`config.mk`:
```
export PLATFORM = sky130hd
export DESIGN_NAME = seq_divider_flat
export DESIGN_NICKNAME = d
export VERILOG_FILES = /design/src/rtl/div_pkg.sv /design/src/rtl/seq_divider_if.sv /design/src/rtl/seq_div_step.sv /design/src/rtl/seq_divider.sv /design/src/flat_wrapper.sv
export SDC_FILE = /design/constraint.sdc
export NUM_CORES = 1
export LEC_CHECK = 0
export CAP_MARGIN = 20
export CORE_UTILIZATION = 58
export DETAILED_ROUTE_END_ITERATION = 8
export PLACE_DENSITY = 0.92
export SYNTH_ARGS = -nofsm -noshare
export SYNTH_HDL_FRONTEND = slang
export SYNTH_SLANG_ARGS = --single-unit
export TNS_END_PERCENT = 30
```
`constraint.sdc`:
```
create_clock -name clk -period 8.65 [get_ports clk]
set_clock_uncertainty 0.2 [all_clocks]
set_input_delay 1.2975 -clock clk [delete_from_list [all_inputs] [get_ports clk]]
set_output_delay 1.2975 -clock clk [all_outputs]
set_load 0.005 [all_outputs]
```
`src/rtl/div_pkg.sv`:
```
`default_nettype none
// ============================================================================
// Module   : div_pkg
// Brief    : Shared types and constants for the sequential signed divider.
// Revision : 1.0 - initial release
// ============================================================================
package div_pkg;

    localparam int DEFAULT_WIDTH = 32;

    typedef enum logic [1:0] {
        IDLE = 2'd0,
        RUN  = 2'd1,
        FIX  = 2'd2
    } div_state_t;

    // Quotient reported for a zero divisor; replicate bit 0 for other widths.
    localparam logic [DEFAULT_WIDTH-1:0] DIV0_QUOTIENT = '1;

endpackage : div_pkg
`default_nettype wire

```
`src/rtl/seq_divider_if.sv`:
```
`default_nettype none
// ============================================================================
// Module   : seq_divider_if
// Brief    : Start/busy/done handshake and operand/result bus of the divider.
// Revision : 1.0 - initial release
// ============================================================================
interface seq_divider_if #(
    parameter int WIDTH = div_pkg::DEFAULT_WIDTH
) ();

    logic             start;
    logic [WIDTH-1:0] dividend;
    logic [WIDTH-1:0] divisor;
    logic             busy;
    logic             done;
    logic [WIDTH-1:0] quotient;
    logic [WIDTH-1:0] remainder;
    logic             div_by_zero;

    modport master (
        output start, dividend, divisor,
        input  busy, done, quotient, remainder, div_by_zero
    );

    modport slave (
        input  start, dividend, divisor,
        output busy, done, quotient, remainder, div_by_zero
    );

endinterface : seq_divider_if
`default_nettype wire

```
`src/rtl/seq_div_step.sv`:
```
`default_nettype none
// ============================================================================
// Module   : seq_div_step
// Brief    : One combinational restoring-division step on magnitudes.
// Revision : 1.0 - initial release
// ============================================================================
module seq_div_step #(
    parameter int WIDTH = div_pkg::DEFAULT_WIDTH
) (
    input  wire logic [WIDTH:0]   p,
    input  wire logic [WIDTH-1:0] q,
    input  wire logic [WIDTH-1:0] dmag,
    output logic      [WIDTH:0]   p_next,
    output logic      [WIDTH-1:0] q_next
);

    logic [WIDTH:0] w_shifted;
    logic [WIDTH:0] w_trial;
    logic           w_unused_p_msb;

    // P stays below |divisor| between steps, so its MSB never feeds the shift.
    assign w_unused_p_msb = p[WIDTH];
    assign w_shifted      = {p[WIDTH-1:0], q[WIDTH-1]};
    assign w_trial        = w_shifted - {1'b0, dmag};

    always_comb begin
        p_next = w_shifted;
        q_next = {q[WIDTH-2:0], 1'b0};
        if (!w_trial[WIDTH]) begin
            p_next = w_trial;
            q_next = {q[WIDTH-2:0], 1'b1};
        end
    end

endmodule : seq_div_step
`default_nettype wire

```
`src/rtl/seq_divider.sv`:
```
`default_nettype none
// ============================================================================
// Module   : seq_divider
// Brief    : Radix-2 restoring signed divider, WIDTH+2 cycle fixed latency.
// Revision : 1.0 - initial release
// ============================================================================
module seq_divider
    import div_pkg::*;
#(
    parameter int WIDTH = DEFAULT_WIDTH
) (
    input  wire logic     clk,
    input  wire logic     rst,
    seq_divider_if.slave  bus
);

    localparam int CW = $clog2(WIDTH) + 1;
    localparam logic [CW-1:0]    c_LAST_ITER = CW'(WIDTH - 1);
    localparam logic [WIDTH-1:0] c_DIV0_Q    = {WIDTH{DIV0_QUOTIENT[0]}};

    div_state_t       r_state;
    div_state_t       w_state_next;
    logic             w_accept;

    logic [CW-1:0]    r_cnt;
    logic [WIDTH:0]   r_p;
    logic [WIDTH-1:0] r_q;
    logic [WIDTH-1:0] r_dmag;
    logic [WIDTH-1:0] r_dividend;
    logic             r_neg_q;
    logic             r_neg_r;
    logic             r_dzero;

    logic             r_busy;
    logic             r_done;
    logic [WIDTH-1:0] r_quotient;
    logic [WIDTH-1:0] r_remainder;
    logic             r_div_by_zero;

    logic [WIDTH:0]   w_p_next;
    logic [WIDTH-1:0] w_q_next;
    logic [WIDTH-1:0] w_dividend_mag;
    logic [WIDTH-1:0] w_divisor_mag;
    logic [WIDTH-1:0] w_rem_mag;

    // The most-negative value negates to itself, which is its correct unsigned magnitude.
    assign w_dividend_mag = bus.dividend[WIDTH-1] ? -bus.dividend : bus.dividend;
    assign w_divisor_mag  = bus.divisor[WIDTH-1]  ? -bus.divisor  : bus.divisor;
    assign w_rem_mag      = r_p[WIDTH-1:0];

    seq_div_step #(
        .WIDTH (WIDTH)
    ) u_step (
        .p      (r_p),
        .q      (r_q),
        .dmag   (r_dmag),
        .p_next (w_p_next),
        .q_next (w_q_next)
    );

    always_ff @(posedge clk or posedge rst) begin
        if (rst) begin
            r_state <= IDLE;
        end else begin
            r_state <= w_state_next;
        end
    end

    always_comb begin
        w_state_next = r_state;
        w_accept     = 1'b0;
        case (r_state)
            IDLE: begin
                if (bus.start) begin
                    w_state_next = RUN;
                    w_accept     = 1'b1;
                end
            end
            RUN: begin
                if (r_cnt == c_LAST_ITER) begin
                    w_state_next = FIX;
                end
            end
            FIX: begin
                w_state_next = IDLE;
            end
            default: begin
                w_state_next = IDLE;
            end
        endcase
    end

    always_ff @(posedge clk or posedge rst) begin
        if (rst) begin
            r_cnt         <= '0;
            r_p           <= '0;
            r_q           <= '0;
            r_dmag        <= '0;
            r_dividend    <= '0;
            r_neg_q       <= 1'b0;
            r_neg_r       <= 1'b0;
            r_dzero       <= 1'b0;
            r_busy        <= 1'b0;
            r_done        <= 1'b0;
            r_quotient    <= '0;
            r_remainder   <= '0;
            r_div_by_zero <= 1'b0;
        end else begin
            r_done <= 1'b0;
            // Busy covers the done cycle too, and stays up across a back-to-back start.
            r_busy <= (r_state != IDLE) || w_accept;
            case (r_state)
                IDLE: begin
                    if (w_accept) begin
                        r_neg_q    <= bus.dividend[WIDTH-1] ^ bus.divisor[WIDTH-1];
                        r_neg_r    <= bus.dividend[WIDTH-1];
                        r_dzero    <= (bus.divisor == '0);
                        r_dmag     <= w_divisor_mag;
                        r_q        <= w_dividend_mag;
                        r_dividend <= bus.dividend;
                        r_p        <= '0;
                        r_cnt      <= '0;
                    end
                end
                RUN: begin
                    r_p   <= w_p_next;
                    r_q   <= w_q_next;
                    r_cnt <= r_cnt + CW'(1);
                end
                FIX: begin
                    r_done <= 1'b1;
                    if (r_dzero) begin
                        r_quotient    <= c_DIV0_Q;
                        r_remainder   <= r_dividend;
                        r_div_by_zero <= 1'b1;
                    end else begin
                        r_quotient    <= r_neg_q ? -r_q : r_q;
                        r_remainder   <= r_neg_r ? -w_rem_mag : w_rem_mag;
                        r_div_by_zero <= 1'b0;
                    end
                end
                default: begin
                    r_done <= 1'b0;
                end
            endcase
        end
    end

    assign bus.busy        = r_busy;
    assign bus.done        = r_done;
    assign bus.quotient    = r_quotient;
    assign bus.remainder   = r_remainder;
    assign bus.div_by_zero = r_div_by_zero;

endmodule : seq_divider
`default_nettype wire
```
`src/flat_wrapper.sv`:
```
// flat-port wrapper written by rule: the top's interface ports become plain ports
module seq_divider_flat import div_pkg::*;
#(
    parameter int WIDTH = DEFAULT_WIDTH
)
  (clk, rst, bus_start, bus_dividend, bus_divisor, bus_busy, bus_done, bus_quotient, bus_remainder, bus_div_by_zero);
  seq_divider_if #(.WIDTH(WIDTH)) bus_i ();
  input  wire logic clk;
  input  wire logic rst;
  input wire logic [$bits(bus_i.start)-1:0] bus_start;
  input wire logic [$bits(bus_i.dividend)-1:0] bus_dividend;
  input wire logic [$bits(bus_i.divisor)-1:0] bus_divisor;
  output wire logic [$bits(bus_i.busy)-1:0] bus_busy;
  output wire logic [$bits(bus_i.done)-1:0] bus_done;
  output wire logic [$bits(bus_i.quotient)-1:0] bus_quotient;
  output wire logic [$bits(bus_i.remainder)-1:0] bus_remainder;
  output wire logic [$bits(bus_i.div_by_zero)-1:0] bus_div_by_zero;
  assign bus_i.start = bus_start;
  assign bus_i.dividend = bus_dividend;
  assign bus_i.divisor = bus_divisor;
  assign bus_busy = bus_i.busy;
  assign bus_done = bus_i.done;
  assign bus_quotient = bus_i.quotient;
  assign bus_remainder = bus_i.remainder;
  assign bus_div_by_zero = bus_i.div_by_zero;
  seq_divider #(.WIDTH(WIDTH)) u_core (.clk(clk), .rst(rst), .bus(bus_i));
endmodule
```
# == After elaboration in Yosys (flattened, before gate mapping) ==
# Cells that the tools add are included.
# op_classes
mux,21
bitwise_logic,1
eq_ne,6
reduce_logical,8
add_sub_neg,6
# ops
op,n
32-bit 2-to-1 mux,9
32-bit negation,4
32-bit case mux with 2 select lines,2
33-bit by 32-bit subtractor with 33-bit output,1
32-bit zero test,1
6-bit case mux with 2 select lines,1
"6-bit by 1-bit adder with 6-bit output, second input constant",1
"6-bit by 5-bit == test with 1-bit output, second input constant",1
6-bit 2-to-1 mux,1
2-bit AND reduction,3
1-bit 2-to-1 mux,5
2-bit 2-to-1 mux,2
"2-bit by 1-bit != test with 1-bit output, second input constant",2
2-bit case mux with 2 select lines,1
2-bit nonzero test,2
"2-bit by 1-bit == test with 1-bit output, second input constant",1
"2-bit == test, second input constant",1
2-bit zero test,1
"2-bit != test, second input constant",1
1-bit logical OR,1
1-bit XOR,1
# totals
out_inout_bits,67
inputBits,67
wordCells,56
ff_bits,206

# == Logic depth before layout (Yosys ltp) ==
# depth
word_depth,4
mapped_depth,13

# == Modules after synthesis ==
# Synthesis repeated with hierarchy kept, for this count alone.
# unflattened
hier_cells,1589
area_unflattened_um2,13384.1
# by_module_without_submodules
module,cells_per_inst,n_inst,area_each_um2
seq_divider,1203,1,10685.2
seq_div_step,386,1,2698.8

# == Worst setup path before layout ==
# OpenSTA, ideal clock, no wires.
# synth_timing
path_type,input -> register
startpoint,input port bus_dividend[4]
endpoint,register u_core.r_q[27]
setup_slack_ns,4.569
arrival_ns,3.751
stages,9
cell_sequence,nor3_1 -> nand3_1 -> or2_1 -> or4_1 -> or4_1 -> or3_1 -> o31ai_1 -> xor2_1 -> o21ai_1
# synth_via
elab_chain_len,4
# synth_rtl
item,line_no,rtl
"start, declared",flat_wrapper.sv:11,input wire logic [$bits(bus_i.dividend)-1:0] bus_dividend;
32-bit negation,seq_divider.sv:47,assign w_dividend_mag = bus.dividend[WIDTH-1] ? -bus.dividend : bus.dividend;
32-bit 2-to-1 mux,seq_divider.sv:47,
32-bit 2-to-1 mux,seq_divider.sv:114,if (w_accept) begin
32-bit case mux with 2 select lines,seq_divider.sv:112,case (r_state)
"end signal, assigned",seq_divider.sv:119,r_q <= w_dividend_mag;
"end signal, assigned",seq_divider.sv:127,r_q <= w_q_next;
"end, declared",seq_divider.sv:27,logic [WIDTH-1:0] r_q;
# Every way passes these cells. The select of a mux whose other input is x is not followed.
# A chain may end at the register's enable or synchronous reset.

# == Worst setup path in the final report ==
# layout_timing
startpoint,input port bus_dividend[2]
endpoint,register u_core.r_q[27]
# The elaborated chain is that of the path after synthesis.

==> results.md <==
- Crit Path Class: in -> reg
- Vias per std cell: 6.01
- Resized cells post-CTS: 0
- Pwr Density: 335 mW/mm^2
- Routability cong.: 0.894
- Initial antenna violation count: 0
- Mapped cell area: between 0.01 and 0.015 mm^2
- Final setup vio count: 0
- # port buffers: around 130
- Core area: between 0.02 and 0.025 mm^2
- Leading cell type in the layout, fill and taps excluded: nand2_1
- Synth Area in Compound Gates: a little over a fifth
- Mux contribution to synthesized area: 2.53%
- Root buf cell: clkbuf_16
- Maximum VDD drop: between 0.15 and 0.2 mV
- Most used routing layer: met2
- EDFF count, synth: 0
- Synth Area in XOR/XNOR: 10.2%
- CP Data Arrival Time: 4.69 ns
- Seq cells post-synth: approximately 200
- Critical-path top delay cell: clkdlybuf4s50_1
- Wire length per cell: around 17 um
- Most numerous cell on the critical path: or4_1
- Yosys warning total: 0
- Post-synthesis adder-cell area fraction: under 10%
- Final hold vios: 0
- Class of the worst hold path: reg -> reg
- Avg Cell Area, Syn: 8.59 um^2
- GR Util met2: 48.8%
- Diode count: 0
- Routed wire length: 31000 um
- TNS Setup: 0 ns
- Met3 usage: 3.65%
- CTS max path bufs: 3
- Post-DP HPWL: 21400 um
- Drt drc: 0
- Dominant synthesized flop cell: dfrtp_1
- Initial Util: ~59%
- Die area: 0.0220 mm^2
- H-tree Lvls: 1
- IO Count: 134
- Relative slew slack: a little under a third
- CP Cell Sequence: clkdlybuf4s50_1, nor3_1, nand3_1, or2_1, or4_1, or4_1, or3_1, o31ai_1, xor2_1, o21ai_1
- Synth unique cells: 61
- Setup crit end kind: flop
- Largest family of logic cells by synthesized area: compound AO/OA/AOI/OAI gates
- Final ANT Viol Nets: 0
- Global-route wire length before repair: 51400 um
- Crit Path Max Fanout: 5
- Die height: 148 um
- Largest stage delay on the critical path: 0.54 ns
- Proportion of layout cells with a drive suffix above 1: 4.63%
- Fmax: 221 MHz
- Design Power: 4930 uW
- Met1 Use GR: between 30 and 40%
- Total CTS buffers: 22
- CTS sink cnt: 205
- Clk pin slew, worst setup/hold paths: 0.06 ns
- Max-cap violations: 0
- Clock latency on the worst-skew pair: 0.50 ns
- Largest net degree at the start of global routing: about 130
- Simple-gate share of the synthesized area: 16.8%
- Die Span X: 148 um
- DRT iter0 DRCs: 803
- Number of post-CTS setup repair buffers: 0
- Critical Path RT: 8.82 ns
- Core Rows: 53
- Status: complete, no violations
- Cts hold-fix bufs: 0
- GR Util All Layers: 28.8%
- DR vias: roughly 11k
- Worst Max-Slew Pin Slew: 1.02 ns
- Pre-Repair DR Iteration Count: 5
- Startpoint types: input port
- Tmin final: 4.52 ns
- Post-Syn Instances: 1442
- Layout area overhead: 18.8%
- Sequential fraction of the synthesis area: 41.4%
- Final nets: 1645
- Post-synthesis net count: 1547
- Vias in the first global route: 10.5k
- Overflow after GRT: 0
- Most frequent cells in the layout: nand2_1 (235), dfrtp_1 (204), clkdlybuf4s50_1 (133)
- CTS tree: done
- Final period util: 52.3%
- P_leak: 0.00657 uW
- RSZ-0062 raised after global routing: false
- Fin. max-slew vios: 0
- Synth async-reset ratio: 100%
critical path, delay by kind of cell:
family	cells	cell delay, ns
compound gates	2	0.39
xor+xnor	1	0.19
buf+inv	1	0.54
simple gates	6	2.28
layout make-up:
type / count / area [um^2]
clock buffers: 36 / 704
clock inverters: 3 / 17.5
fillers: 1566 / 6230
multi-input cells: 1106 / 6790
well taps: 275 / 344
flip-flops and latches: 205 / 5130
repair buffers: 148 / 1510
inverters: 57 / 221
Yosys cell counts, types with 12 or more instances:
cell / count / area [um^2]
o21ai_1: 53 / 265
mux2i_1: 28 / 280
a21o_1: 17 / 128
dfrtp_1: 205 / 5130
xor2_1: 112 / 981
or3_1: 17 / 106
or4_1: 12 / 90.1
o41ai_1: 15 / 131
a22oi_1: 29 / 218
a21oi_1: 99 / 495
nand3_1: 23 / 115
clkbuf_1: 62 / 233
ha_1: 37 / 463
o21ai_0: 125 / 626
nand2_1: 236 / 886
inv_1: 57 / 214
o31ai_1: 35 / 263
xnor2_1: 33 / 289
nand2b_1: 14 / 87.6
nor2_1: 95 / 357
final timing paths:
| kind | start | to | slack (ns) | cells after the start |
|---|---|---|---|---|
| setup / recovery | bus_dividend[2] | u_core.r_q[27] | 4.13 | 10 |
| hold / removal | u_core.r_dividend[23] | u_core.r_dividend[23] | 0.28 | 2 |
| setup reg to reg | u_core.r_q[31] | u_core.r_p[19] | 4.54 | 13 |
| hold reg to reg | u_core.r_dividend[23] | u_core.r_dividend[23] | 0.28 | 2 |
| max in group asynchronous | rst | u_core.bus.remainder[2] | 5.57 | 3 |
| min in group asynchronous | rst | u_core.bus.quotient[26] | 1.18 | 2 |
cell families (layout without fill, tap and decap cells):
family | after synthesis | in the layout
xor gates and xnor gates | 145 | 145
adders and majority gates | 38 | 38
muxes | 31 | 31
and+or+nand+nor | 461 | 461
DFF | 205 | 205
buffers and inverters | 131 | 244
AOI/OAI and AO/OA | 431 | 431
per-stage QoR:
| stage | instance area, um^2 | cells | utilization, % | setup slack (ns) | hold slack, ns |
|---|---|---|---|---|---|
| finish | 14700 | 1830 | 70.3 | 4.13 | 0.277 |
| global route | 14700 | 1830 | 70.3 | 3.86 | 0.295 |
| CTS | 14600 | 1826 | 69.8 | 4.17 | 0.274 |
| detailed placement | 13900 | 1787 | 66.4 | 3.67 | 0.258 |
| global placement | 13900 | 1787 | 66.4 | 3.80 | 0.251 |
| floorplan | 12400 | 1442 | - | 1.56 | 0.238 |
registers in the layout, indices dropped and copies added, names as in the netlist:
name                    count
u_core.r_dmag              32
u_core.r_q                 32
u_core.r_state              2
u_core.r_neg_r              1
u_core.r_neg_q              1
u_core.r_cnt                6
u_core.bus.busy             1
u_core.bus.done             1
u_core.r_dividend          31
u_core.r_dzero              1
u_core.bus.div_by_zero      1
u_core.r_p                 32
u_core.bus.quotient        32
u_core.bus.remainder       32
report_power, final:
part	switching (uW)	leakage [uW]	internal (uW)
Sequential	384	0.00249	1230
Clock	377	0.000355	553
Combinational	1320	0.00372	1060
Total	2080	0.00657	2850
routing by layer:
layer | share of wire, % | wire, um
met5 | 0 | 0
met4 | 3.5 | 1100
met3 | 6.4 | 2000
met2 | 49 | 15100
met1 | 41 | 12800
(Power assumes the default switching activity.)
